===== src/rtl/minimac3_sys_sync_if.sv =====
// Slot-synchroniser bus: software arm/ack plus the phy toggle/count crossing.
// master = software and phy-side partner, slave = the sys_clk synchroniser.
`timescale 1ns/1ps
interface minimac3_sys_sync_if #(
   parameter int NCHAN   = 2,
   parameter int COUNT_W = 11
);
   logic [NCHAN-1:0]         slot_arm;
   logic [NCHAN-1:0]         slot_ack;
   logic [NCHAN-1:0]         slot_ready;
   logic [NCHAN-1:0]         slot_done;
   logic [NCHAN-1:0]         slot_err;
   logic [NCHAN*COUNT_W-1:0] slot_count;
   logic                     irq;
   logic [NCHAN-1:0]         phy_arm_toggle;
   logic [NCHAN-1:0]         phy_done_toggle;
   logic [NCHAN*COUNT_W-1:0] phy_count;

   modport master (
      output slot_arm, slot_ack, phy_done_toggle, phy_count,
      input  slot_ready, slot_done, slot_err, slot_count, irq, phy_arm_toggle
   );

   modport slave (
      input  slot_arm, slot_ack, phy_done_toggle, phy_count,
      output slot_ready, slot_done, slot_err, slot_count, irq, phy_arm_toggle
   );
endinterface


===== src/rtl/minimac3_sys_sync.sv =====
// sys_clk-side slot synchroniser: per-channel arm/done/ack state machine fed by
// toggle crossings from the phy domain, with completion count capture and irq.
`timescale 1ns/1ps
module minimac3_sys_sync #(
   parameter int NCHAN       = 2,
   parameter int COUNT_W     = 11,
   parameter int SYNC_STAGES = 2
) (
   input  logic                 sys_clk,
   input  logic                 sys_rst,
   minimac3_sys_sync_if.slave   bus
);
   typedef enum logic [1:0] {
      ST_IDLE  = 2'd0,
      ST_ARMED = 2'd1,
      ST_DONE  = 2'd2
   } state_t;

   logic [NCHAN-1:0] done_vec;

   genvar gi;
   generate
      for (gi = 0; gi < NCHAN; gi++) begin : g_ch
         state_t                 state_q;
         logic [SYNC_STAGES-1:0] sync_q;
         logic                   hist_q;
         logic [COUNT_W-1:0]     stage_q;
         logic [COUNT_W-1:0]     count_q;
         logic                   ready_q;
         logic                   done_q;
         logic                   err_q;
         logic                   arm_tog_q;
         logic                   done_evt;
         logic                   arm;
         logic                   ack;

         assign arm      = bus.slot_arm[gi];
         assign ack      = bus.slot_ack[gi];
         assign done_evt = sync_q[SYNC_STAGES-1] ^ hist_q;

         // The staging register needs no per-bit synchroniser: phy holds the
         // count stable from before its toggle flips, so it has settled long
         // before the toggle emerges from the synchroniser chain.
         always_ff @(posedge sys_clk) begin
            if (sys_rst) begin
               state_q   <= ST_IDLE;
               sync_q    <= '0;
               hist_q    <= 1'b0;
               stage_q   <= '0;
               count_q   <= '0;
               ready_q   <= 1'b0;
               done_q    <= 1'b0;
               err_q     <= 1'b0;
               arm_tog_q <= 1'b0;
            end else begin
               sync_q  <= {sync_q[SYNC_STAGES-2:0], bus.phy_done_toggle[gi]};
               hist_q  <= sync_q[SYNC_STAGES-1];
               stage_q <= bus.phy_count[gi*COUNT_W +: COUNT_W];

               // Ack clears the sticky error first so a same-cycle spurious
               // event below still leaves it set.
               if (ack) begin
                  err_q <= 1'b0;
               end

               case (state_q)
                  ST_IDLE: begin
                     if (done_evt) begin
                        err_q <= 1'b1;
                     end
                     if (arm) begin
                        state_q   <= ST_ARMED;
                        ready_q   <= 1'b1;
                        arm_tog_q <= ~arm_tog_q;
                     end
                  end
                  ST_ARMED: begin
                     if (done_evt) begin
                        state_q <= ST_DONE;
                        ready_q <= 1'b0;
                        done_q  <= 1'b1;
                        count_q <= stage_q;
                     end
                  end
                  ST_DONE: begin
                     if (done_evt) begin
                        err_q <= 1'b1;
                     end
                     if (ack) begin
                        done_q <= 1'b0;
                        if (arm) begin
                           state_q   <= ST_ARMED;
                           ready_q   <= 1'b1;
                           arm_tog_q <= ~arm_tog_q;
                        end else begin
                           state_q <= ST_IDLE;
                        end
                     end
                  end
                  default: begin
                     state_q <= ST_IDLE;
                     ready_q <= 1'b0;
                     done_q  <= 1'b0;
                  end
               endcase
            end
         end

         assign bus.slot_ready[gi]                      = ready_q;
         assign bus.slot_done[gi]                       = done_q;
         assign bus.slot_err[gi]                        = err_q;
         assign bus.phy_arm_toggle[gi]                  = arm_tog_q;
         assign bus.slot_count[gi*COUNT_W +: COUNT_W]   = count_q;
         assign done_vec[gi]                            = done_q;
      end
   endgenerate

   assign bus.irq = |done_vec;
endmodule


===== src/flat_wrapper.sv =====
// flat-port wrapper written by rule: the top's interface ports become plain ports
module minimac3_sys_sync_flat 
#(
   parameter int NCHAN       = 2,
   parameter int COUNT_W     = 11,
   parameter int SYNC_STAGES = 2
)
  (sys_clk, sys_rst, bus_slot_arm, bus_slot_ack, bus_phy_done_toggle, bus_phy_count, bus_slot_ready, bus_slot_done, bus_slot_err, bus_slot_count, bus_irq, bus_phy_arm_toggle);
  minimac3_sys_sync_if #(.NCHAN(NCHAN), .COUNT_W(COUNT_W)) bus_i ();
  input  logic sys_clk;
  input  logic sys_rst;
  input wire logic [$bits(bus_i.slot_arm)-1:0] bus_slot_arm;
  input wire logic [$bits(bus_i.slot_ack)-1:0] bus_slot_ack;
  input wire logic [$bits(bus_i.phy_done_toggle)-1:0] bus_phy_done_toggle;
  input wire logic [$bits(bus_i.phy_count)-1:0] bus_phy_count;
  output wire logic [$bits(bus_i.slot_ready)-1:0] bus_slot_ready;
  output wire logic [$bits(bus_i.slot_done)-1:0] bus_slot_done;
  output wire logic [$bits(bus_i.slot_err)-1:0] bus_slot_err;
  output wire logic [$bits(bus_i.slot_count)-1:0] bus_slot_count;
  output wire logic [$bits(bus_i.irq)-1:0] bus_irq;
  output wire logic [$bits(bus_i.phy_arm_toggle)-1:0] bus_phy_arm_toggle;
  assign bus_i.slot_arm = bus_slot_arm;
  assign bus_i.slot_ack = bus_slot_ack;
  assign bus_i.phy_done_toggle = bus_phy_done_toggle;
  assign bus_i.phy_count = bus_phy_count;
  assign bus_slot_ready = bus_i.slot_ready;
  assign bus_slot_done = bus_i.slot_done;
  assign bus_slot_err = bus_i.slot_err;
  assign bus_slot_count = bus_i.slot_count;
  assign bus_irq = bus_i.irq;
  assign bus_phy_arm_toggle = bus_i.phy_arm_toggle;
  minimac3_sys_sync #(.NCHAN(NCHAN), .COUNT_W(COUNT_W), .SYNC_STAGES(SYNC_STAGES)) u_core (.sys_clk(sys_clk), .sys_rst(sys_rst), .bus(bus_i));
endmodule

===== config.mk =====
export PLATFORM = sky130hd
export DESIGN_NAME = minimac3_sys_sync_flat
export DESIGN_NICKNAME = d
export VERILOG_FILES = /design/src/rtl/minimac3_sys_sync_if.sv /design/src/rtl/minimac3_sys_sync.sv /design/src/flat_wrapper.sv
export SDC_FILE = /design/constraint.sdc
export NUM_CORES = 1
export LEC_CHECK = 0
export ABC_CLOCK_PERIOD_IN_PS = 1500
export CAP_MARGIN = 20
export CORE_MARGIN = 2
export CORE_UTILIZATION = 47
export DETAILED_ROUTE_END_ITERATION = 8
export PLACE_DENSITY = 0.78
export SKIP_CTS_REPAIR_TIMING = 1
export SLEW_MARGIN = 30
export SYNTH_ARGS = -nofsm -noshare
export SYNTH_HDL_FRONTEND = slang
export SYNTH_SLANG_ARGS = --single-unit

===== constraint.sdc =====
create_clock -name sys_clk -period 1.5 [get_ports sys_clk]
set_clock_uncertainty 0.1 [all_clocks]
set_input_delay 0.225 -clock sys_clk [delete_from_list [all_inputs] [get_ports sys_clk]]
set_output_delay 0.225 -clock sys_clk [all_outputs]
set_load 0.05 [all_outputs]

After elaboration in Yosys (flattened, before gate mapping)

Cells that the tools add are included.

Register bits: 62
Bits of input ports: 30
Memory bits (read-only): 0
Bits in writable memories: 0
Memories kept: 0
Bits in latches: 0

Add/sub/neg operators: 0
Bitwise operators: 6
Reduce and logical (&&, ||, !) cells: 17
Mux-type cells: 36
$lt $le $gt $ge: 0
Multiply operators: 0
Equality and inequality tests: 10
Div/mod/pow operators: 0
Shifts and indexed selects: 0

Operator list:

| operator                                                                | number |
|---|---|
| 1-bit two-way mux                                                       | 22 |
| 2-bit two-way mux                                                       | 6 |
| 1-bit one-hot mux with 3 select lines                                   | 4 |
| 2-bit one-hot mux with 3 select lines                                   | 2 |
| 2-bit AND reduction                                                     | 6 |
| 3-bit AND reduction                                                     | 4 |
| 2-bit inequality test, second input constant                            | 4 |
| 2-bit OR reduction                                                      | 3 |
| 2-bit by 1-bit == test with 1-bit output, second input constant         | 2 |
| 2-bit == test, second input constant                                    | 2 |
| 2-bit zero test                                                         | 2 |
| 2-bit by 1-bit inequality test with 1-bit output, second input constant | 2 |
| 1-bit NOT                                                               | 4 |
| 1-bit one-hot mux with 2 select lines                                   | 2 |
| 2-bit nonzero test                                                      | 2 |
| 1-bit bitwise XOR                                                       | 2 |

Logic depth before layout (Yosys ltp)

Depth after elaboration: 4
Depth in mapped cells: 5
Depth with buffers taken out: 3

Worst setup path before layout

OpenSTA, ideal clock, no wires.

Path kind: register to register
Start: register u_core.g_ch[1].sync_q[1]
End: register u_core.g_ch[1].count_q[9]
Period minus slack after synthesis: 1.205 ns
Stages on the path, launching flop included: 5
Arrival: 0.974 ns
Setup slack: 0.295 ns
Library setup time: 0.131 ns
Cells stage by stage: dfxtp_1 xor2_2 buf_6 a21bo_2 a21oi_2

Cells in the longest elaborated chain, start to end: 2

RTL lines:

| element                              | line                    | RTL |
|---|---|---|
| start: declaration                   | minimac3_sys_sync.sv:25 | `logic [SYNC_STAGES-1:0] sync_q;` |
| start signal: assignment             | minimac3_sys_sync.sv:56 | `sync_q <= {sync_q[SYNC_STAGES-2:0], bus.phy_done_toggle[gi]};` |
| 1-bit bitwise XOR                    | minimac3_sys_sync.sv:39 | `assign done_evt = sync_q[SYNC_STAGES-1] ^ hist_q;` |
| 2-bit AND reduction (no source line) | -                       |  |
| end signal: assignment               | minimac3_sys_sync.sv:82 | `count_q <= stage_q;` |
| end: declaration                     | minimac3_sys_sync.sv:28 | `logic [COUNT_W-1:0] count_q;` |

No other way between the ends.
A chain may end at the register's enable or synchronous reset.

Final worst setup path

Start: register u_core.g_ch[0].done_q
End: output bus_irq

Cells in the longest elaborated chain, start to end: 1

RTL lines:

| element                  | line                     | RTL |
|---|---|---|
| start: declaration       | minimac3_sys_sync.sv:30  | `logic done_q;` |
| start signal: assignment | minimac3_sys_sync.sv:52  | `done_q <= 1'b0;` |
| start signal: assignment | minimac3_sys_sync.sv:81  | `done_q <= 1'b1;` |
| start signal: assignment | minimac3_sys_sync.sv:90  | `done_q <= 1'b0;` |
| 2-bit OR reduction       | minimac3_sys_sync.sv:118 | `assign bus.irq = \|done_vec;` |
| end: declaration         | flat_wrapper.sv:20       | `output wire logic [$bits(bus_i.irq)-1:0] bus_irq;` |

No other way between the ends.

==> impl_metrics.toml <==
[floorplan]
initial_core_util_pct = 48.69
coreArea_um2 = 4723
ioPinCount = 61
die_area_um2 = 5469
num_rows = 25
dieWidth_um = 73.95
die_h_um = 73.95

[sta]
maxSlewHeadroom_pct = 73.34
final.period_utilization_pct = 96.45
slew_violations = 0
worst_pin_slew_ns = 0.3994
hold_ws_ns = 0.1840
setup_viol = 0
hold_viol_final = 0
min_period_ns = 1.447
setup_tns_ns = 0
max_freq_mhz = 691.2
rsz0062_at_grt = "false"

[logic_synthesis]
synth_fp_nets = 261
synth_xor_area_share_pct = 2.176
synth-adder-area-share_pct = 0
ys_async_sr_fraction_pct = 0
synthCells = 231
syn_area_per_cell_um2 = 9.955
yosysSeqAreaShare_pct = 53.97
synth_top_family_by_area = "simple AND/OR/NAND/NOR gates"
netlist_area_um2 = 2300
synth_common_cells = "62 x dfxtp_1, 35 x nor2b_1, 29 x a21oi_1"
ys_ff_latch = 62
synthFlopType = "dfxtp_1"
synth_top_cell_by_area = "dfxtp_1"
synth.most_common_cell = "dfxtp_1"
netlist_top_cells_area = "dfxtp_1 54%, nor2b_1 9.5%, a21oi_1 6.3%"
synth_edf_count = 0
synthDistinctLibCells = 26
synth_top_area_share_pct = 53.97
yosys_warnings = 0
yosys.area_share.simple_pct = 18.06
synth_compound_area_share_pct = 17.85
synth.mux.area_fraction_pct = 0

[route]
vias = 1782
detail-route-antenna-nets = 0
drt_iter0_markers = 80
viasPerCell = 5.006
finalWirelength_um = 4383
drc_errors = 0
drt-pass1-iter-count = 5
wire_per_inst_um = 12.31

[worst_setup_path]
crit_arrival_ns = 1.12
crit_required_ns = 1.17
path_class = "reg2out"
r2r_setup_slack_ns = 0.15
worst_r2r_path_depth = 4
cp_max_fo = 3
cp-start-kind = "flip-flop"
rr_startpoint = "u_core.g_ch[0].hist_q"
setup.worst_path.start = "u_core.g_ch[0].done_q"
end_kind = "output pin"
rr_endpoint = "u_core.g_ch[0].count_q[8]"

[final_layout]
final_core_util_pct = 73.11
area_growth_pct = 50.16
fin_nets = 315
num_antenna_cells = 0
drive_gt1_share_pct = 24.57

[power_and_ir_drop]
p_leak_nw = 1.298
ir_drop_v = 0.0008544
powerDensity_nw_per_um2 = 1116

[grt]
grt_pass1_vias = 1650
antenna_found_initial = 0
grt_use_total_pct = 17.94
grt-ovfl-total = 0
grt_pass1_wl_um = 7293
grt_max_degree = 28

[worst_hold_path]
hold_path_class = "in2reg"
holdCritStartpoint = "sys_rst"
whs_path_depth = 2
holdPathEnd = "u_core.g_ch[1].state_q[0]"

[clocking]
cts_tree = "done"
htreeDepth = 3
clk-insertion-delay-late_ns = 0.33
path_clk_slew_ns = 0.07
cts_buffer_depth = 2
cts-root-buf = "clkbuf_8"
numCtsBuffers = 9
clock-sinks = 62

[place]
place.gp.congestion = 0.7974
port_buffers = 60
place_hpwl_um = 2962

[flow_run]
drv_cap = 0

[status]
status = "finished clean"
==> where the power goes <==
group / total (mW) / internal (mW) / switching [mW] / leakage [nW]
logic: 0.475 / 0.243 / 0.232 / 0.673
clock network: 1.62 / 1.01 / 0.607 / 0.115
registers: 1.76 / 1.71 / 0.0461 / 0.509
==> stage by stage <==
| stage | setup WS, ns | total power [mW] | cells | area [um2] |
|---|---|---|---|---|
| after global routing | 0.004053 | 3.994 | 356 | 3453 |
| after CTS | 0.003991 | 3.880 | 356 | 3437 |
| after detailed placement | 0.05545 | 2.270 | 341 | 3216 |
| after global placement | 0.08001 | 2.262 | 341 | 3216 |
| after floorplan | 0.2951 | 2.064 | 231 | 2300 |
| final | 0.05326 | 3.854 | 356 | 3453 |
==> critical path: stages, from the launching register on <==
cell     delay, ns
dfxtp_1       0.35
or2_2         0.29
buf_6         0.16
==> sequential cells by signal, indices dropped and copies added, names as in the netlist <==
| name | count |
|---|---|
| u_core.g_ch.arm_tog_q | 2 |
| u_core.g_ch.stage_q | 22 |
| u_core.g_ch.count_q | 22 |
| u_core.g_ch.done_q | 2 |
| u_core.g_ch.hist_q | 2 |
| u_core.g_ch.ready_q | 2 |
| u_core.g_ch.state_q | 4 |
| u_core.g_ch.err_q | 2 |
| u_core.g_ch.sync_q | 4 |
==> cells by family after synthesis <==
family / after synthesis
compound gates: 62
buf+inv: 28
flops: 62
simple gates: 75
xor+xnor: 4
==> worst max path at each step <==
stage / to / slack, ns / cells past startpoint
final: bus_irq / 0.05 / 2
after global placement: u_core.g_ch[0].arm_tog_q / 0.08 / 4
after detailed placement: u_core.g_ch[0].arm_tog_q / 0.06 / 4
after global routing: bus_irq / 0.004 / 2
after CTS: bus_irq / 0.004 / 2
after floorplan: u_core.g_ch[1].count_q[9] / 0.30 / 4
==> routing by layer <==
layer	vias to the layer above	part of all wire (%)	GRT usage, %
met5	-	0	0
met1	845	43	20.55
met2	46	50	29.76
li1	881	-	-
met4	0	2.4	11.52
met3	10	3.7	4.607
==> cell usage in the layout (no fill, tap or decap), types with 2 or more instances in the layout <==
master / instances
dfxtp_1: 61
a21bo_2: 11
nor2b_1: 35
clkdlybuf4s50_1: 28
bufinv_16: 2
buf_12: 34
nand3_1: 22
nor2_1: 4
or3_1: 2
a21oi_1: 29
nand2_1: 6
a22oi_1: 2
clkinv_2: 2
nand2b_1: 3
xnor2_1: 2
buf_4: 4
o21a_1: 2
inv_1: 3
o21ai_0: 4
o31ai_1: 11
clkbuf_8: 11
==> area by class of cell <==
class | instances | area [um2]
clock buffers | 11 | 151.4
flip-flops and latches | 62 | 1242
inverters | 3 | 11.26
fillers | 314 | 1270
well taps | 67 | 83.83
multi-input cells | 141 | 887.1
repair buffers | 68 | 1007
clock inverters | 4 | 70.07
(Power assumes the default switching activity.)
